### config.mk
export PLATFORM = sky130hd
export DESIGN_NAME = max7219_frame_tx_flat
export DESIGN_NICKNAME = d
export VERILOG_FILES = /design/src/rtl/max7219_frame_tx_if.sv /design/src/rtl/max7219_frame_tx.sv /design/src/flat_wrapper.sv
export SDC_FILE = /design/constraint.sdc
export NUM_CORES = 1
export LEC_CHECK = 0
export ABC_CLOCK_PERIOD_IN_PS = 12390
export BUFFER_PORTS_ARGS = -buffer_cell sky130_fd_sc_hd__clkbuf_2
export CAP_MARGIN = 20
export CORE_MARGIN = 5
export CORE_UTILIZATION = 35
export CTS_CLUSTER_DIAMETER = 30
export DETAILED_ROUTE_END_ITERATION = 7
export HOLD_SLACK_MARGIN = 0.02
export PLACE_DENSITY = 0.63
export SYNTH_ARGS = -nofsm -noshare
export SYNTH_HDL_FRONTEND = slang
export SYNTH_SLANG_ARGS = --single-unit
export TNS_END_PERCENT = 100
### constraint.sdc
create_clock -name clk -period 12.39 [get_ports clk]
set_clock_uncertainty 0.2 [all_clocks]
set_input_delay 1.8585 -clock clk [delete_from_list [all_inputs] [get_ports clk]]
set_output_delay 1.8585 -clock clk [all_outputs]
set_load 0.05 [all_outputs]
### src/rtl/max7219_frame_tx_if.sv
// Frame-request and MAX7219 pin bundle for max7219_frame_tx.
// The master side is the upstream frame source. The slave side is the transmitter,
// which also drives the three serial pins.
interface max7219_frame_tx_if;
    logic         start;
    logic [127:0] pixels;
    logic [3:0]   intensity;
    logic         busy;
    logic         done;
    logic         max_din;
    logic         max_clk;
    logic         max_cs;

    modport master (
        output start, pixels, intensity,
        input  busy, done, max_din, max_clk, max_cs
    );

    modport slave (
        input  start, pixels, intensity,
        output busy, done, max_din, max_clk, max_cs
    );
endinterface

### src/rtl/max7219_frame_tx.sv
// Serialises a captured 128-bit frame to two cascaded MAX7219 drivers over DIN/CLK/LOAD.
// Each transaction is one 32-bit shift: the far-device word first, then the near-device word.
// The first frame after reset is prefixed with the driver configuration writes.
module max7219_frame_tx #(
    parameter int unsigned CLK_DIV = 4
) (
    input logic               clk,
    input logic               rst,
    max7219_frame_tx_if.slave bus
);

    localparam int unsigned    PhW          = (CLK_DIV > 1) ? $clog2(CLK_DIV) : 1;
    localparam logic [PhW-1:0] PhLast       = PhW'(CLK_DIV - 1);
    localparam logic [3:0]     TxnFirst     = 4'd0;
    localparam logic [3:0]     TxnIntensity = 4'd4;
    localparam logic [3:0]     TxnLast      = 4'd12;

    typedef enum logic [2:0] {
        StIdle,
        StSetup,
        StHigh,
        StLow,
        StLatch
    } state_e;

    state_e         state_q, state_d;
    logic [PhW-1:0] phase_q, phase_d;
    logic [4:0]     bit_q, bit_d;
    logic [3:0]     txn_q, txn_d;
    logic [31:0]    shreg_q, shreg_d;
    logic [127:0]   pix_q, pix_d;
    logic [3:0]     int_q, int_d;
    logic           init_done_q, init_done_d;
    logic           done_q, done_d;
    logic           max_clk_q, max_cs_q;
    logic           phase_end;

    // Transaction index -> 32-bit word.
    // Indices 0..3 are configuration, 4 is intensity, and 5..12 are rows 0..7.
    function automatic logic [31:0] txn_word(input logic [3:0]   idx,
                                             input logic [127:0] pix,
                                             input logic [3:0]   inten);
        logic [3:0]  addr;
        logic [7:0]  far_d;
        logic [7:0]  near_d;
        logic [2:0]  row;
        logic [63:0] mat_a;
        logic [63:0] mat_b;
        mat_a  = pix[127:64];
        mat_b  = pix[63:0];
        row    = 3'(idx - 4'd5);
        addr   = 4'h0;
        far_d  = 8'h00;
        near_d = 8'h00;
        case (idx)
            4'd0: addr = 4'h9;
            4'd1: begin addr = 4'hB; far_d = 8'h07; near_d = 8'h07; end
            4'd2: begin addr = 4'hC; far_d = 8'h01; near_d = 8'h01; end
            4'd3: addr = 4'hF;
            4'd4: begin addr = 4'hA; far_d = {4'h0, inten}; near_d = {4'h0, inten}; end
            default: begin
                // Row r sits in the top byte for r=0, so it is indexed from the MSB end.
                addr   = idx - 4'd4;
                far_d  = mat_a[{3'(3'd7 - row), 3'b000} +: 8];
                near_d = mat_b[{3'(3'd7 - row), 3'b000} +: 8];
            end
        endcase
        return {4'h0, addr, far_d, 4'h0, addr, near_d};
    endfunction

    assign phase_end = (phase_q == PhLast);

    // Next-state logic: phase timing, bit/transaction sequencing and frame capture.
    always_comb begin
        state_d     = state_q;
        phase_d     = phase_q;
        bit_d       = bit_q;
        txn_d       = txn_q;
        shreg_d     = shreg_q;
        pix_d       = pix_q;
        int_d       = int_q;
        init_done_d = init_done_q;
        done_d      = 1'b0;
        unique case (state_q)
            StIdle: begin
                // A start landing in the done cycle is deliberately dropped.
                if (bus.start && !done_q) begin
                    pix_d   = bus.pixels;
                    int_d   = bus.intensity;
                    txn_d   = init_done_q ? TxnIntensity : TxnFirst;
                    shreg_d = txn_word(txn_d, pix_d, int_d);
                    phase_d = '0;
                    bit_d   = 5'd31;
                    state_d = StSetup;
                end
            end
            StSetup: begin
                if (phase_end) begin
                    phase_d = '0;
                    state_d = StHigh;
                end else begin
                    phase_d = phase_q + PhW'(1);
                end
            end
            StHigh: begin
                if (phase_end) begin
                    phase_d = '0;
                    state_d = StLow;
                    // After bit 0 the line keeps bit 0 instead of shifting in a zero.
                    if (bit_q != 5'd0) begin
                        shreg_d = {shreg_q[30:0], 1'b0};
                    end
                end else begin
                    phase_d = phase_q + PhW'(1);
                end
            end
            StLow: begin
                if (phase_end) begin
                    phase_d = '0;
                    if (bit_q == 5'd0) begin
                        state_d = StLatch;
                    end else begin
                        bit_d   = bit_q - 5'd1;
                        state_d = StHigh;
                    end
                end else begin
                    phase_d = phase_q + PhW'(1);
                end
            end
            StLatch: begin
                if (phase_end) begin
                    phase_d = '0;
                    if (txn_q == TxnLast) begin
                        state_d     = StIdle;
                        done_d      = 1'b1;
                        init_done_d = 1'b1;
                        shreg_d     = '0;
                    end else begin
                        txn_d   = txn_q + 4'd1;
                        shreg_d = txn_word(txn_d, pix_q, int_q);
                        bit_d   = 5'd31;
                        state_d = StSetup;
                    end
                end else begin
                    phase_d = phase_q + PhW'(1);
                end
            end
            default: state_d = StIdle;
        endcase
    end

    // State and datapath registers; reset drops LOAD high at once.
    always_ff @(posedge clk or posedge rst) begin
        if (rst) begin
            state_q     <= StIdle;
            phase_q     <= '0;
            bit_q       <= '0;
            txn_q       <= '0;
            shreg_q     <= '0;
            pix_q       <= '0;
            int_q       <= '0;
            init_done_q <= 1'b0;
            done_q      <= 1'b0;
            max_clk_q   <= 1'b0;
            max_cs_q    <= 1'b1;
        end else begin
            state_q     <= state_d;
            phase_q     <= phase_d;
            bit_q       <= bit_d;
            txn_q       <= txn_d;
            shreg_q     <= shreg_d;
            pix_q       <= pix_d;
            int_q       <= int_d;
            init_done_q <= init_done_d;
            done_q      <= done_d;
            // Pins are registered from the next state so they stay glitch-free.
            max_clk_q   <= (state_d == StHigh);
            max_cs_q    <= (state_d == StIdle) || (state_d == StLatch);
        end
    end

    assign bus.busy    = (state_q != StIdle);
    assign bus.done    = done_q;
    assign bus.max_din = shreg_q[31];
    assign bus.max_clk = max_clk_q;
    assign bus.max_cs  = max_cs_q;

endmodule

### src/flat_wrapper.sv
// flat-port wrapper written by rule: the top's interface ports become plain ports
module max7219_frame_tx_flat 
#(
    parameter int unsigned CLK_DIV = 4
)
  (clk, rst, bus_start, bus_pixels, bus_intensity, bus_busy, bus_done, bus_max_din, bus_max_clk, bus_max_cs);
  max7219_frame_tx_if bus_i ();
  input logic clk;
  input logic rst;
  input wire logic [$bits(bus_i.start)-1:0] bus_start;
  input wire logic [$bits(bus_i.pixels)-1:0] bus_pixels;
  input wire logic [$bits(bus_i.intensity)-1:0] bus_intensity;
  output wire logic [$bits(bus_i.busy)-1:0] bus_busy;
  output wire logic [$bits(bus_i.done)-1:0] bus_done;
  output wire logic [$bits(bus_i.max_din)-1:0] bus_max_din;
  output wire logic [$bits(bus_i.max_clk)-1:0] bus_max_clk;
  output wire logic [$bits(bus_i.max_cs)-1:0] bus_max_cs;
  assign bus_i.start = bus_start;
  assign bus_i.pixels = bus_pixels;
  assign bus_i.intensity = bus_intensity;
  assign bus_busy = bus_i.busy;
  assign bus_done = bus_i.done;
  assign bus_max_din = bus_i.max_din;
  assign bus_max_clk = bus_i.max_clk;
  assign bus_max_cs = bus_i.max_cs;
  max7219_frame_tx #(.CLK_DIV(CLK_DIV)) u_core (.clk(clk), .rst(rst), .bus(bus_i));
endmodule
Word-level counts from Yosys, hierarchy flattened
Index checks and enable logic that the tools add are counted.

operators by class
  add/subtract/negate cells = 9
  equality and inequality tests = 23
  reductions and logical operators = 23
  multiplexer cells = 37
  shift operators = 4

operator list
  operator               number
  $shiftx A64 B7 Y8      4
  $mux W32               4
  $pmux W8 S4            4
  $pmux W32 S3           1
  $pmux W4 S5            2
  $mux W28               1
  $mux W5                5
  $mux W3                7
  $eq A4 B2 Y1 const B   4
  $pmux W3 S5            1
  $pmux W5 S3            1
  $mux W4                3
  $ne A2 B1 Y1 const B   5
  $eq A3 B2 Y1 const B   3
  $reduce_bool A3 Y1     3
  $eq A4 B1 Y1 const B   2
  $eq A4 B3 Y1 const B   2
  $logic_not A4 Y1       2
  $pmux W4 S2            1
  $sub A4 B3 Y4 const B  2
  $eq A3 B3 Y1 const B   2
  $logic_not A3 Y1       2
  $reduce_and A6 Y1      1
  $sub A3 B3 Y3 const A  2
  other kinds (23)       32

word-level totals
  register bits after elaboration = 182
  bits of input ports = 135
  output and inout bits = 5
  word-level logic and storage cells = 107

Depth between registers and ports, before layout
  word-level depth = 8
  gate-level depth with buffers = 13
  mapped depth without buffers = 8

Worst setup path before layout
OpenSTA, ideal clock, no wires.

  kind = input -> register
  start point = input bus_start
  end point = register u_core.int_q[0]
  setup time = 0.125 ns
  cell stages on the path = 5
  buffers on the path = 2
  required time = 12.065 ns
  path slack = 8.920 ns
  arrival = 3.146 ns
  cell sequence = nor3b_2 > nand2_1 > clkbuf_1 > buf_2 > mux2_2

on the way
  longest elaborated chain between the ends = 2

ends and longest elaborated chain
  item                                RTL line                 RTL
  from (decl)                         flat_wrapper.sv:10       input wire logic [$bits(bus_i.start)-1:0] bus_start;
  $logic_and A1 B1 Y1                 max7219_frame_tx.sv:87   if (bus.start && !done_q) begin
  $reduce_and A2 Y1 (no source line)  --
  to (signal assigned)                max7219_frame_tx.sv:173  int_q <= int_d;
  to (decl)                           max7219_frame_tx.sv:32   logic [3:0] int_q, int_d;

Every way passes these cells.
A chain may end at the register's enable or synchronous reset.

Worst setup path in the final report
  start point = input bus_start
  end point = register u_core.pix_q[95]

on the way
  longest elaborated chain between the ends = 2

ends and longest elaborated chain
  item                                RTL line                 RTL
  $logic_and A1 B1 Y1                 max7219_frame_tx.sv:87
  $reduce_and A2 Y1 (no source line)  --
  to (signal assigned)                max7219_frame_tx.sv:172  pix_q <= pix_d;
  to (decl)                           max7219_frame_tx.sv:31   logic [127:0] pix_q, pix_d;

Every way passes these cells.

==> flow_summary_export.csv <==
group,metric,value,unit
die,dieWidth,167,um
sta,slew_headroom,0.284,
critical_path,r2r_slack,8.59,ns
placement,placed_cells,1084,
route,routedWlPerCell,17.6,um
sta,fin_tns_setup,0,ns
route,wl,19600,um
critical_path,startpoint_type,"primary input",
placement,place_worst_setup_slack,7.89,ns
die,fp.dieH,167,um
sta,final-hold-violation-count,0,
route,drtIter0Drc,403,
yosys,syn_avg_cell_area,13.2,um2
route,dr.pass1.iters,4,
clock_network,clockBufferDepth,2,
clock_network,clk_latency,0.43,ns
route,antenna_left,0,
yosys,syn-cell-area,8670,um2
critical_path,crit_arrival,4.16,ns
critical_path,cp-end-kind,"flip-flop",
placement,dp_hpwl,13900,um
critical_path,r2r-start,"u_core.txn_q[0]",
sta,max_freq,247,MHz
yosys,synth_flop_cell,"dfrtp_1",
worst_hold_path,min_from,"u_core.shreg_q[24]",
die,io_pins,140,
critical_path,reg2reg_depth,9,
clock_network,root_buffer,"clkbuf_16",
clock_network,cts_buffers,17,
die,num_rows,57,
route,vias,5650,
route,routed-wl-met2,9440,um
global_route,grt_pass1_wl,32700,um
clock_network,cts_tree,"built",
route,drc,0,
clock_network,htree_levels,4,
yosys,postSynth.asyncResetShare,1.00,
clock_network,cts_hold_buffers,0,
global_route,grt_max_degree,74,
clock_network,cts_sinks,182,
critical_path,crit_required,12.50,ns
worst_hold_path,hold_path.class,"reg2reg",
critical_path,criticalPathCategory,"in2reg",
global_route,gr-total-overflow,0,
cells_and_area,fin_util,0.419,
die,core_area,24400,um2
cells_and_area,n_fill_cell,2327,
clock_network,cts_resized,0,
worst_hold_path,min_path_cells,2,
sta,rsz0062_at_grt,"no",
global_route,antenna_found_initial,0,
sta,period_share,0.327,
power_and_ir_drop,powerDensity,222,nW/um2
worst_hold_path,min_to,"u_core.shreg_q[24]",
critical_path,critical_path_peak_fanout,73,
route,wl_met3,856,um
flow_run,max_cap_violations,0,
yosys,synth-edff-count,0,
die,start_util,0.355,
clock_network,postCtsSetupBuffers,0,
route,top_layer_used,"met4",
cells_and_area,nets,922,
clock_network,path_clk_slew,0.07,ns
sta,layout_min_cycle_time,4.05,ns
route,vias_per_cell,5.06,
yosys,syn_nets,802,
cells_and_area,antenna_cells,0,
yosys,ys_seq_area_frac,0.525,
route,wl_met1,9060,um
sta,drv_slew,0,
yosys,yosysUniqueCellTypes,59,
yosys,yosys_warnings,0,
sta,worst_slack,8.34,ns
placement,place.gp.congestion,0.876,
die,dieArea,28000,um2
yosys,ys_ff_latch,182,
power_and_ir_drop,ir_drop,0.105,mV
power_and_ir_drop,leakagePower,4.71,nW
global_route,first_global_vias,6075,
global_route,track_usage,0.144,
placement,numPortBuffers,139,
critical_path,reg2reg_to,"u_core.shreg_q[0]",
cells_and_area,mostFrequentLayoutCell,"dfrtp_1",
cells_and_area,drive_gt1_frac,0.457,
sta,finalSetupViolations,0,
cells_and_area,final_cells,1116,
cells_and_area,area_delta_synth_final,17.9,%
yosys,synthCells,659,
outcome,outcome,"completed",
cells_and_area,final_cell_mix,"dfrtp_1, clkbuf_2, mux2_2",
sta,worst_pin_slew,1.07,ns
[critical path, cell delays in order]
cell	delay [ns]
clkbuf_2	0.09
nor3b_2	0.18
nand2_4	0.69
buf_4	0.83
mux2_2	0.42
[metrics by stage]
stage | power [mW] | hold WS [ns] | cell area [um2]
floorplan | 1.54 | 0.254 | 8670
global placement | 1.69 | 0.269 | 9600
detailed placement | 1.72 | 0.274 | 9600
CTS | 2.29 | 0.291 | 10200
global route | 2.42 | 0.313 | 10200
finish | 2.27 | 0.288 | 10200
[cells by family (layout without fill, tap and decap cells)]
| family | count (synthesis) | in the layout | share of synthesized area |
|---|---|---|---|
| AO/OA/AOI/OAI | 107 | 107 | 0.0841 |
| XOR/XNOR | 4 | 4 | 0.00404 |
| flip-flops | 182 | 182 | 0.525 |
| buffers and inverters | 50 | 183 | 0.0287 |
| adder cells (fa/ha/maj) | 8 | 8 | 0.0115 |
| AND/OR/NAND/NOR | 133 | 133 | 0.0801 |
| multiplexers | 175 | 175 | 0.266 |
[metal layers]
layer | vias up | GRT usage
li1 | 2661 | -
met1 | 2866 | 0.199
met2 | 108 | 0.231
met3 | 15 | 0.0356
met4 | 0 | 0.0360
met5 | - | 0
[synth_stat cells (2+ instances only)]
cell       number  area [um2]
o21ai_1         9        45.0
xor2_1          4        35.0
mux2_2        132        1490
mux4_2         31         698
a22oi_1         9        67.6
nand2_1        40         150
o22a_1          3        26.3
and2_1          9        56.3
o22ai_1         5        31.3
buf_4           4        30.0
o32a_1          2        20.0
a221o_1         2        20.0
nand2b_1        5        31.3
dfrtp_1       181        4530
clkbuf_1       18        67.6
nand3_1        13        65.1
nor2b_1         5        31.3
a21oi_1        28         140
and3_1          6        37.5
inv_2           2        7.51
inv_1           5        18.8
mux2i_1        10         100
or3_1           4        25.0
o21ai_0        19        95.1
nor3_1          7        35.0
buf_1           4        15.0
a31oi_1         6        37.5
mux2_1          2        22.5
or2_2           4        25.0
buf_2          13        65.1
ha_1            8         100
nor2_2          4        25.0
a22o_1          8        70.1
o2bb2ai_1       4        35.0
o31ai_1         2        15.0
nor2_1         25        93.8
buf_6           4        45.0
[power by group]
group / internal, mW / total [mW] / switching, mW
logic: 0.392 / 0.693 / 0.301
registers: 0.859 / 1.00 / 0.144
clock network: 0.331 / 0.571 / 0.239
total: 1.58 / 2.27 / 0.684
[final cells by class]
| class | count | area [um2] | share of cell area |
|---|---|---|---|
| timing repair buffer | 144 | 733 | 0.0717 |
| sequential | 182 | 4560 | 0.446 |
| multi-input combinational | 427 | 3870 | 0.379 |
| clock inverter | 13 | 170 | 0.0166 |
| tap | 324 | 405 | 0.0397 |
| inverter | 7 | 31.3 | 0.00306 |
| clock buffer | 19 | 453 | 0.0443 |
[state kept, by name (all words and copies together), names as in the netlist]
register / count
u_core.phase_q: 2
u_core.bus.done: 1
u_core.int_q: 4
u_core.txn_q: 4
u_core.state_q: 3
u_core.bit_q: 5
u_core.init_done_q: 1
u_core.pix_q: 128
u_core.bus.max_clk: 1
u_core.bus.max_cs: 1
u_core.shreg_q: 32
[how the worst max path moves through the flow]
stage / from / end / slack (ns) / cells after the start
floorplan: rst / u_core.bit_q[0] / 5.39 / 1
detailed placement: bus_start / u_core.pix_q[95] / 7.89 / 5
global placement: bus_start / u_core.pix_q[9] / 7.89 / 5
CTS: bus_start / u_core.pix_q[99] / 8.34 / 5
global route: bus_start / u_core.pix_q[68] / 8.20 / 5
finish: bus_start / u_core.pix_q[95] / 8.34 / 5
Note: power is estimated with default switching activity, not from simulation.
